File: src/rtl/mem_arb_pkg.sv
// Shared types and geometry for the two-client cache-line memory arbiter.
package mem_arb_pkg;

  localparam int LINE_W    = 256;
  localparam int BEAT_W    = 64;
  localparam int BURST_LEN = 4;
  localparam int OFFSET_W  = 5;
  localparam int CNT_W     = $clog2(BURST_LEN);

  typedef enum logic [2:0] {
    IDLE,
    IREAD,
    DREAD,
    DWRITE,
    DONE
  } arb_state_e;

endpackage

File: src/rtl/cacheline_adaptor.sv
// Line buffer, line-aligned address register and beat counter that turn one
// 256-bit line transfer into a four-beat 64-bit memory burst.
module cacheline_adaptor
  import mem_arb_pkg::*;
#(
  parameter int ADDR_W = 32
) (
  input  logic                       clk,
  input  logic                       reset,
  input  logic                       load_i,
  input  logic [ADDR_W-OFFSET_W-1:0] load_tag_i,
  input  logic                       load_wdata_en_i,
  input  logic [LINE_W-1:0]          load_wdata_i,
  input  logic                       burst_read_i,
  input  logic                       burst_write_i,
  input  logic                       mem_resp_i,
  input  logic [BEAT_W-1:0]          mem_rdata_i,
  output logic [ADDR_W-1:0]          mem_addr_o,
  output logic [BEAT_W-1:0]          mem_wdata_o,
  output logic [LINE_W-1:0]          line_o,
  output logic                       last_beat_o
);

  logic [ADDR_W-1:0] addr_q, addr_d;
  logic [LINE_W-1:0] line_q, line_d;
  logic [CNT_W-1:0]  cnt_q, cnt_d;
  logic              capture;
  logic [BEAT_W-1:0] beat_w [BURST_LEN];
  logic [BURST_LEN-1:0] beat_we;

  // Beats only count while a burst owns the bus; stray strobes are dropped.
  assign capture     = mem_resp_i && (burst_read_i || burst_write_i);
  assign last_beat_o = capture && (cnt_q == CNT_W'(BURST_LEN - 1));

  for (genvar gi = 0; gi < BURST_LEN; gi++) begin : g_beat
    assign beat_w[gi]  = line_q[gi*BEAT_W +: BEAT_W];
    assign beat_we[gi] = capture && burst_read_i && (cnt_q == CNT_W'(gi));
  end

  always_comb begin
    addr_d = addr_q;
    line_d = line_q;
    cnt_d  = cnt_q;
    if (load_i) begin
      addr_d = {load_tag_i, {OFFSET_W{1'b0}}};
      cnt_d  = '0;
      if (load_wdata_en_i) begin
        line_d = load_wdata_i;
      end
    end else if (capture) begin
      for (int b = 0; b < BURST_LEN; b++) begin
        if (beat_we[b]) begin
          line_d[b*BEAT_W +: BEAT_W] = mem_rdata_i;
        end
      end
      cnt_d = cnt_q + CNT_W'(1);
    end
  end

  always_ff @(posedge clk or negedge reset) begin
    if (!reset) begin
      addr_q <= '0;
      line_q <= '0;
      cnt_q  <= '0;
    end else begin
      addr_q <= addr_d;
      line_q <= line_d;
      cnt_q  <= cnt_d;
    end
  end

  assign mem_addr_o  = addr_q;
  assign mem_wdata_o = beat_w[cnt_q];
  assign line_o      = line_q;

endmodule

File: src/rtl/mem_arbiter.sv
// Grant FSM arbitrating icache reads and dcache reads/writebacks onto a single
// burst memory port; one line transfer in flight at a time, never preempted.
module mem_arbiter
  import mem_arb_pkg::*;
#(
  parameter int ADDR_W = 32,
  parameter bit DPRIO  = 1'b1
) (
  input  logic              clk,
  input  logic              reset,
  input  logic              i_read,
  input  logic [ADDR_W-1:0] i_addr,
  output logic [LINE_W-1:0] i_rdata,
  output logic              i_resp,
  input  logic              d_read,
  input  logic              d_write,
  input  logic [ADDR_W-1:0] d_addr,
  input  logic [LINE_W-1:0] d_wdata,
  output logic [LINE_W-1:0] d_rdata,
  output logic              d_resp,
  output logic              mem_read,
  output logic              mem_write,
  output logic [ADDR_W-1:0] mem_addr,
  output logic [BEAT_W-1:0] mem_wdata,
  input  logic [BEAT_W-1:0] mem_rdata,
  input  logic              mem_resp
);

  arb_state_e                 state_q, state_d;
  logic                       dside_q, dside_d;
  logic                       grant, grant_wr, last_beat, d_req;
  logic [ADDR_W-OFFSET_W-1:0] grant_tag;
  logic [LINE_W-1:0]          line;

  // Offset bits never reach memory: bursts are always line aligned.
  wire unused_offset = ^{i_addr[OFFSET_W-1:0], d_addr[OFFSET_W-1:0]};

  assign d_req = d_read || d_write;

  always_comb begin
    state_d   = state_q;
    dside_d   = dside_q;
    grant     = 1'b0;
    grant_wr  = 1'b0;
    grant_tag = i_addr[ADDR_W-1:OFFSET_W];
    case (state_q)
      IDLE: begin
        if (d_req && (DPRIO || !i_read)) begin
          grant     = 1'b1;
          dside_d   = 1'b1;
          grant_tag = d_addr[ADDR_W-1:OFFSET_W];
          grant_wr  = d_write;
          state_d   = d_write ? DWRITE : DREAD;
        end else if (i_read) begin
          grant   = 1'b1;
          dside_d = 1'b0;
          state_d = IREAD;
        end
      end
      IREAD, DREAD, DWRITE: begin
        if (last_beat) begin
          state_d = DONE;
        end
      end
      DONE:    state_d = IDLE;
      default: state_d = IDLE;
    endcase
  end

  always_ff @(posedge clk or negedge reset) begin
    if (!reset) begin
      state_q <= IDLE;
      dside_q <= 1'b0;
    end else begin
      state_q <= state_d;
      dside_q <= dside_d;
    end
  end

  assign mem_read  = (state_q == IREAD) || (state_q == DREAD);
  assign mem_write = (state_q == DWRITE);
  assign i_resp    = (state_q == DONE) && !dside_q;
  assign d_resp    = (state_q == DONE) && dside_q;
  assign i_rdata   = line;
  assign d_rdata   = line;

  cacheline_adaptor #(
    .ADDR_W(ADDR_W)
  ) u_adaptor (
    .clk            (clk),
    .reset          (reset),
    .load_i         (grant),
    .load_tag_i     (grant_tag),
    .load_wdata_en_i(grant_wr),
    .load_wdata_i   (d_wdata),
    .burst_read_i   (mem_read),
    .burst_write_i  (mem_write),
    .mem_resp_i     (mem_resp),
    .mem_rdata_i    (mem_rdata),
    .mem_addr_o     (mem_addr),
    .mem_wdata_o    (mem_wdata),
    .line_o         (line),
    .last_beat_o    (last_beat)
  );

`ifndef SYNTHESIS
  // Simultaneous dcache read and write is a client bug; the write still wins.
  a_no_dual_dreq: assert property (@(posedge clk) disable iff (!reset) !(d_read && d_write));
`endif

endmodule
File: config.mk
export PLATFORM = sky130hd
export DESIGN_NAME = mem_arbiter
export DESIGN_NICKNAME = d
export VERILOG_FILES = /design/src/rtl/mem_arb_pkg.sv /design/src/rtl/cacheline_adaptor.sv /design/src/rtl/mem_arbiter.sv
export SDC_FILE = /design/constraint.sdc
export NUM_CORES = 1
export LEC_CHECK = 0
export BUFFER_PORTS_ARGS = -buffer_cell sky130_fd_sc_hd__buf_2
export CAP_MARGIN = 20
export CORE_AREA = 2 2 393 395
export DETAILED_ROUTE_END_ITERATION = 8
export DIE_AREA = 0 0 395 397
export HOLD_SLACK_MARGIN = 0.06
export PLACE_DENSITY = 0.3
export SLEW_MARGIN = 10
export SYNTH_ARGS = -nofsm -noshare
export SYNTH_HDL_FRONTEND = slang
export SYNTH_SLANG_ARGS = --single-unit
File: constraint.sdc
create_clock -name clk -period 2.1 [get_ports clk]
set_input_delay 0.42 -clock clk [delete_from_list [all_inputs] [get_ports clk]]
set_output_delay 0.42 -clock clk [all_outputs]
set_load 0.1 [all_outputs]
# Word-level counts from Yosys, hierarchy flattened
# Cells that the tools add are included.
# totals
reg_bits	289
input_bits	390
out_inout_bits	612
# classes
n_addsub	1
magnitude_cmp	1
eq_ne	10
mux	26
bitwise_logic	1
reduce_logical	28
# op_table
op	n
2-to-1 mux 256 bit	3
2-to-1 mux 64 bit	6
binary-select mux 64 bit (select 2 bit)	1
2-to-1 mux 27 bit	2
AND reduction 3 bit	4
nonzero test 2 bit	6
logical AND 1 bit	9
2-to-1 mux 3 bit	3
2-to-1 mux 1 bit	8
equality test 3 x 2 -> 1 bit, second input constant	2
one-hot mux 3 bit (2 select lines)	1
equality test 2 bit, second input constant	2
2-to-1 mux 2 bit	2
AND reduction 2 bit	2
equality test 3 x 1 -> 1 bit, second input constant	1
equality test 3 bit, second input constant	1
>= comparator 3 bit, second input constant	1
zero test 3 bit	1
logical OR 1 bit	3
inequality test 3 bit, second input constant	1
inverter 2 -> 3 bit	1
OR reduction 3 bit	1
adder 2 x 1 -> 2 bit, second input constant	1
equality test 2 x 1 -> 1 bit, second input constant	1
4 further kinds	4

# Depth between registers and ports, before layout
# Gate-level depths: netlist of the first run.
# logic_depth
ltp_word	9
depth_mapped	9

# Modules after synthesis
# A second synthesis of the first run with hierarchy kept.
# hier_totals
cells_unflattened	1622
hier_area_um2	17449.2
# modules_own_cells
module	instances	cells_per_inst	area_each_um2	seq_area_each_um2
cacheline_adaptor	1	1312	14930.6	7131.8
mem_arbiter	1	310	2518.7	100.1

# Least setup slack after synthesis of the first run
# No wires, ideal clock.
# synth_path
path_kind	flip-flop to output port
startpoint	register state_q[2]
endpoint	output i_resp
arrival_ps	2685
required_time_ps	1680
slack_ps	-1005
path_stages_with_launch	8
path_buffers	5
path_cell_list	dfrtp_1 > buf_2 > buf_2 > buf_2 > clkbuf_1 > clkbuf_1 > nand2_1 > nor2_1
# synth_between
elab_chain_cells	2
# synth_lines
element	line	text
from (decl)	mem_arbiter.sv:29	arb_state_e state_q, state_d;
from (signal assigned)	mem_arbiter.sv:75	state_q <= state_d;
equality test 3 bit	mem_arbiter.sv:82	assign i_resp = (state_q == DONE) && !dside_q;
logical AND 1 bit	mem_arbiter.sv:82	
to (decl)	mem_arbiter.sv:14	output logic i_resp,
# No other way between the ends.

# Final worst setup path of the first run
# layout_path
startpoint	register u_adaptor.cnt_q[0]
endpoint	output mem_wdata[1]
# layout_between
elab_chain_cells	4
# layout_lines
element	line	text
from (decl)	cacheline_adaptor.sv:26	logic [CNT_W-1:0] cnt_q, cnt_d;
from (signal assigned)	cacheline_adaptor.sv:68	cnt_q <= cnt_d;
inverter 2 -> 3 bit (implied by the code)	cacheline_adaptor.sv:73	assign mem_wdata_o = beat_w[cnt_q];
binary-select mux 64 bit (select 2 bit)	cacheline_adaptor.sv:73	
2-to-1 mux 64 bit (implied by the code) (2 in a row)	cacheline_adaptor.sv:73	
to (decl)	mem_arbiter.sv:24	output logic [BEAT_W-1:0] mem_wdata,
# No other way between the ends. The select of a mux whose other input is x is not followed.

==> reports/results.ini, run 1 <==
[critical_path]
cp_data_required_time_ns=1.68
path_max_fanout=9
cp_cell_sequence=buf_16 > buf_6 > mux4_2 > buf_12
slowest_delay_ns=0.61
crit_type=reg -> out
critPathLaunchType=flop
arrival_ns=2.27
critPathSlowestCell=mux4_2
cp-end-kind=output port

[yosys]
ys_seq_area_frac=0.402
syn-cell-area_um2=18000
yosysMostFrequentCell=dfrtp_1
ys.flop_type=dfrtp_1
avgSynthCellArea_um2=9.70
syn_inst=1854
ys.warnings.count=0
synth-seq-cells=289
synth_top_cell_by_area=dfrtp_1
synth_top_area_frac=0.402
async_flop_share=1.00
synth_commonest_cells=dfrtp_1 (289), buf_4 (262), nand2_1 (197)
synth_edf_count=0
synth_cell_types=42
synth_area_leaders=dfrtp_1 (40%), buf_4 (11%), mux4_2 (8.0%)

[place]
dpl.hpwl_um=90000
port_buffers=986
post-place-ws_ns=-0.119
finalWeightedCongestion=0.792
placed_cell_area_um2=25400

[global_route]
grt_use_met1=0.194
overflow=0
antenna_found_initial=31
grt_pass1_wl_um=165000
grt_usage=0.149
grt_pass1_vias=19100
use_met2=0.259
grt_max_degree=69
met3_usage=0.0206
busiest_layer=met2

[floorplan]
die_area_um2=157000
num_rows=144
die_h_um=397
die_w_um=395
ios=1002
initial_core_util=0.118
core_um2=153000

[outcome]
violations=negative setup slack
status=finished, violations left

[drt]
drt_iter0_markers=1113
drc=0
num_vias=19400
viasPerCell=3.96
drt_first_pass_iters=5
avgRoutedWirePerCell_um=27.2
wirelength_um=133000
antenna_left=0

[hold_path]
hp-class=in -> reg

[job]
drv_cap=0

[finish]
final_cell_area_um2=30400
multi_input_area_um2=8490
register_area_um2=7480
layout-drive-gt1-share=0.562
fin_nets=3200
area_growth_pct=69.2
final_util=0.199
fillers=16900

[cts]
cts_max_level=2
cts_buffer_depth=3
clock-sinks=289
cts.clk_slew.worst_paths_ns=0.06
numCtsBuffers=42
clock_latency_ns=0.62
cts_tree=yes
cts_root_buf=clkbuf_16

[sta]
fin_crit_sh=1.28
rsz0062_at_grt=yes
setup_viol=143
fin_skew_ns=0.0262
max_slew_margin=0.560
final-hold-violation-count=0
tightest_slew_ns=0.665
fin_crit_ns=2.69
slew_viol_final=0
setup_ws_ns=-0.592
whs_ns=0.103
fmax_ghz=0.371

[worst paths after layout]
kind | startpoint | endpoint | slack (ns) | cells after the start
max | u_adaptor.cnt_q[0]$_DFFE_PN0P_ | mem_wdata[1] | -0.59 | 4
min | mem_rdata[10] | u_adaptor.line_o[138]$_DFFE_PN0P_ | 0.10 | 2
max reg2reg | u_adaptor.cnt_q[0]$_DFFE_PN0P_ | u_adaptor.line_o[130]$_DFFE_PN0P_ | -0.15 | 10
min reg2reg | u_adaptor.mem_addr_o[23]$_DFFE_PN0N_ | u_adaptor.mem_addr_o[23]$_DFFE_PN0N_ | 0.50 | 2
max in group asynchronous | reset | u_adaptor.line_o[101]$_DFFE_PN0P_ | 0.91 | 3
min in group asynchronous | reset | u_adaptor.mem_addr_o[14]$_DFFE_PN0N_ | 0.37 | 2
[flip-flops by register name, summed over array words and instances, names as in the netlist]
register	count
u_adaptor.line_o	256
u_adaptor.mem_addr_o	27
state_q	3
u_adaptor.cnt_q	2
dside_q	1
[area by class of cell]
cell class,count,share of cell area
diodes,7,0.000576
clock buffers,70,0.0417
clock inverters,7,0.00304
inverters,75,0.00966
multi-input cells,1067,0.279
flip-flops and latches,289,0.246
well taps,2044,0.0841
repair buffers,1331,0.336
[timing repair]
| action | in CTS | in global routing |
|---|---|---|
| hold endpoints to repair | 165 | 0 |
| buffers inserted | 22 | 27 |
| pin swaps | 7 | 31 |
| gates resized for setup | 106 | 167 |
| cloned | 4 | 27 |
| setup endpoints to repair | 157 | 288 |
| hold buffers | 136 | 0 |
[cells by family (layout without fill, tap and decap cells)]
group	after synthesis	after routing	synth area share
xor+xnor	2	2	0.000974
other cells	1	12	0.000209
mux	64	64	0.0802
fa+ha+maj	4	4	0.00278
simple gates	522	522	0.151
flops	289	289	0.402
buf+inv	502	1483	0.164
compound gates	470	470	0.198
[metal layers]
layer,part of all wire,vias to the layer above,wire length [um]
li1,-,8475,-
met1,0.44,9941,58600
met2,0.49,812,65300
met3,0.045,139,6020
met4,0.023,10,3060
met5,0.00056,-,74
[stage by stage]
step / TNS, ns / cells
2_1_floorplan: -0.158 / 1858
3_3_place_gp: -12.88 / 4591
3_5_place_dp: -6.69 / 4591
4_1_cts: -39.47 / 4830
5_1_grt: -53.52 / 4888
6_report: -41.10 / 4890
[cell usage in the layout (no fill, tap or decap), types with 4 or more instances in the layout]
cell / instances
nand2b_1: 57
o21ai_2: 5
o21ai_1: 24
a21oi_1: 30
o2111ai_4: 9
a32oi_1: 56
nand2_1: 195
clkbuf_16: 66
nand3_1: 70
o31ai_1: 27
dfrtp_2: 193
nor2_4: 4
and2_1: 64
dfrtp_1: 93
clkbuf_1: 20
diode_2: 7
conb_1: 5
nand3b_1: 76
ha_4: 4
dlygate4sd3_1: 136
buf_6: 35
o2111ai_2: 24
buf_4: 117
buf_8: 8
buf_12: 98
o21ai_0: 122
o2111ai_1: 40
a32oi_2: 5
a221o_1: 119
clkbuf_8: 5
mux4_2: 64
buf_2: 899
nor2_1: 29
and3_4: 4
inv_1: 74
buf_16: 15
[worst max-delay path: cells and delay by family (launching register included)]
| family | cells | cell delay (ns) |
|---|---|---|
| flip-flops | 1 | 0.46 |
| multiplexers | 1 | 0.61 |
| buffers and inverters | 3 | 0.56 |
Power of run 1 is not shown: default switching activity piles up to over one toggle a cycle in this logic, so the estimate is an artifact.
==> run 2, diff against run 1 <==
--- a/config.mk
+++ b/config.mk
@@ -5,11 +5,11 @@
 export SDC_FILE = /design/constraint.sdc
 export NUM_CORES = 1
 export LEC_CHECK = 0
-export BUFFER_PORTS_ARGS = -buffer_cell sky130_fd_sc_hd__buf_2
 export CAP_MARGIN = 20
 export CORE_AREA = 2 2 393 395
 export DETAILED_ROUTE_END_ITERATION = 8
 export DIE_AREA = 0 0 395 397
+export DONT_BUFFER_PORTS = 1
 export HOLD_SLACK_MARGIN = 0.06
 export PLACE_DENSITY = 0.3
 export SLEW_MARGIN = 10
==> run 2 against run 1 <==
  * The run ends with design-rule violations, negative hold slack, negative setup slack left
  * Routed wire length shrank 5.0%
  * Via count decreased by 7.0%
  * Die area did not move
  * Register-to-register slack improved by 0.17 ns
  * Maximum frequency grew 1.7%
  * Final cell count decreased by 10%
  * Sequential share of layout area is 1.6 points higher
  * Non-clock buffer count is 506 lower
  * Critical endpoint is now mem_wdata[36]
==> reports/results.ini, run 2 (synthesis results as in run 1) <==
[outcome]
status=finished, violations left  ; unchanged
violations=design-rule violations, negative hold slack, negative setup slack  ; was negative setup slack

[cts]
cts_buffer_depth=3  ; unchanged
cts_tree=yes  ; unchanged
clock_latency_ns=0.60  ; was 0.62 ns
cts_root_buf=clkbuf_16  ; unchanged
cts.clk_slew.worst_paths_ns=0.05  ; was 0.06 ns
clock-sinks=289  ; unchanged
cts-hold-fix-buffers=321  ; was 136
cts_max_level=2  ; unchanged
numCtsBuffers=42  ; unchanged

[sta]
finalSetupTns_ns=-32.24  ; was -41.10 ns
slew_viol_final=0  ; unchanged
tightest_slew_ns=1.06  ; was 0.665 ns
setup_ws_ns=-0.548  ; was -0.592 ns
rsz0062_at_grt=yes  ; unchanged
whs_ns=-0.469  ; was 0.103 ns
final-hold-violation-count=289  ; was 0
fin_crit_ns=2.65  ; was 2.69 ns
setup_viol=67  ; was 143
fin_crit_sh=1.26  ; was 1.28
max_slew_margin=0.294  ; was 0.560
fmax_ghz=0.378  ; was 0.371 GHz
fin_skew_ns=0.0157  ; was 0.0262 ns

[floorplan]
die_w_um=395  ; unchanged
ios=1002  ; unchanged
die_area_um2=157000  ; unchanged
core_um2=153000  ; unchanged
num_rows=144  ; unchanged
die_h_um=397  ; unchanged
initial_core_util=0.118  ; unchanged

[finish]
layout_commonest_cell=buf_4  ; was buf_2
fillers=16800  ; was 16900
final_util=0.188  ; was 0.199
fin_nets=2694  ; was 3200
final_cell_mix=buf_4 (343), dlygate4sd3_1 (321), dfrtp_2 (256)  ; was buf_2 (899), nand2_1 (195), dfrtp_2 (193)
area_growth_pct=60.3  ; was 69.2%
finalNonFillerCells=4389  ; was 4890
layout-drive-gt1-share=0.399  ; was 0.562
largest_register_ffs=256  ; unchanged

[critical_path]
cp-end-kind=output port  ; unchanged
worstReg2RegStart=u_adaptor.cnt_q[0]$_DFFE_PN0P_  ; unchanged
r2r_cells=8  ; was 10
path_max_fanout=10  ; was 9
critPathLaunchType=flop  ; unchanged
r2r_slack_ns=0.02  ; was -0.15 ns
cp_data_required_time_ns=1.68  ; about the same
arrival_ns=2.23  ; was 2.27 ns
crit_top_cell=buf_12
crit_family=buffers and inverters  ; was multiplexers
cp_cell_sequence=buf_12 > buf_12 > mux4_2 > buf_12  ; was buf_16 > buf_6 > mux4_2 > buf_12
timing.critical_path.buf_inv=3  ; unchanged
crit_type=reg -> out  ; unchanged
critPathSlowestCell=mux4_2  ; unchanged
reg2reg_to=u_adaptor.line_o[96]$_DFFE_PN0P_  ; was u_adaptor.line_o[130]$_DFFE_PN0P_
slowest_delay_ns=0.56  ; was 0.61 ns

[drt]
drc=5  ; was 0
num_vias=18000  ; was 19400
antenna_left=0  ; unchanged
drt_first_pass_iters=9  ; was 5
viasPerCell=4.11  ; was 3.96
wirelength_um=126000  ; was 133000 um
drt_iter0_markers=1341  ; was 1113
avgRoutedWirePerCell_um=28.8  ; was 27.2 um

[job]
drv_cap=0  ; unchanged

[global_route]
grt_pass1_wl_um=163000  ; was 165000 um
grt_usage=0.148  ; was 0.149
grt_max_degree=290  ; was 69
grt_pass1_vias=18800  ; was 19100
overflow=0  ; unchanged
antenna_found_initial=32  ; was 31

[hold_path]
hp-class=in -> async  ; was in -> reg

[place]
finalWeightedCongestion=0.862  ; was 0.792
port_buffers=0  ; was 986
dp.cells=3917  ; was 4591
dpl.hpwl_um=84400  ; was 90000 um

[run 2: cell count changes in the layout (fill, tap and decap cells not counted), moves of 16 or more]
cell and change:
o21ai_1 -18, o21ai_0 +22, dfrtp_2 +63, dfrtp_1 -63, dlygate4sd3_1 +185, buf_6 -16, buf_4 +226, buf_12 +22
o2111ai_2 -19, buf_2 -899, o2111ai_1 +28
[run 2: timing repair]
| action | in CTS | in global routing |
|---|---|---|
| cloned | 3 | 17 |
| pin swaps | 4 | 9 |
| resized for setup | 27 | 52 |
| setup buffers | 21 | 22 |
| endpoints found under the hold margin | 576 | 289 |
| endpoints found under the setup margin | 75 | 270 |
[run 2: per-layer routing]
| metal | part of all wire | track usage | vias up |
|---|---|---|---|
| li1 | - | - | 7460 |
| met1 | 0.40 | 0.178 | 9148 |
| met5 | 0.00055 | 0 | - |
| met4 | 0.037 | 0.0573 | 10 |
| met2 | 0.49 | 0.252 | 1177 |
| met3 | 0.077 | 0.0395 | 226 |
[run 2: how the worst max path moves through the flow]
| stage | startpoint | end | slack [ns] | cells past startpoint |
|---|---|---|---|---|
| 6_report | u_adaptor.cnt_q[0]$_DFFE_PN0P_ | mem_wdata[36] | -0.55 | 4 |
| 5_1_grt | u_adaptor.cnt_q[0]$_DFFE_PN0P_ | mem_wdata[55] | -0.66 | 4 |
| 4_1_cts | u_adaptor.cnt_q[0]$_DFFE_PN0P_ | mem_wdata[54] | -0.66 | 4 |
| 3_5_place_dp | u_adaptor.cnt_q[0]$_DFFE_PN0P_ | mem_wdata[55] | -0.03 | 4 |
| 3_3_place_gp | u_adaptor.cnt_q[0]$_DFFE_PN0P_ | mem_wdata[55] | -0.02 | 4 |
| 2_1_floorplan | state_q[2]$_DFFE_PN0P_ | i_resp | -0.16 | 7 |
[run 2: cell type report]
class | count | area, um2 | share of cell area
Inverter | 75 | 282 | 0.00977
Multi-Input combinational cell | 1067 | 8030 | 0.279
Sequential cell | 289 | 7560 | 0.262
Clock buffer | 67 | 1330 | 0.0461
Clock inverter | 9 | 97.6 | 0.00339
Timing Repair Buffer | 825 | 8930 | 0.310
Tap cell | 2044 | 2560 | 0.0887
Antenna cell | 13 | 32.5 | 0.00113
[run 2: stage by stage]
stage          hold slack [ns]  setup slack, ns  area [um2]
2_1_floorplan            0.124           -0.158       18300
3_3_place_gp             0.136          -0.0219       23000
3_5_place_dp             0.137          -0.0273       23000
4_1_cts                 -0.532           -0.660       28000
5_1_grt                 -0.526           -0.662       28800
6_report                -0.469           -0.548       28800
Power of run 2 is left out for the same reason.
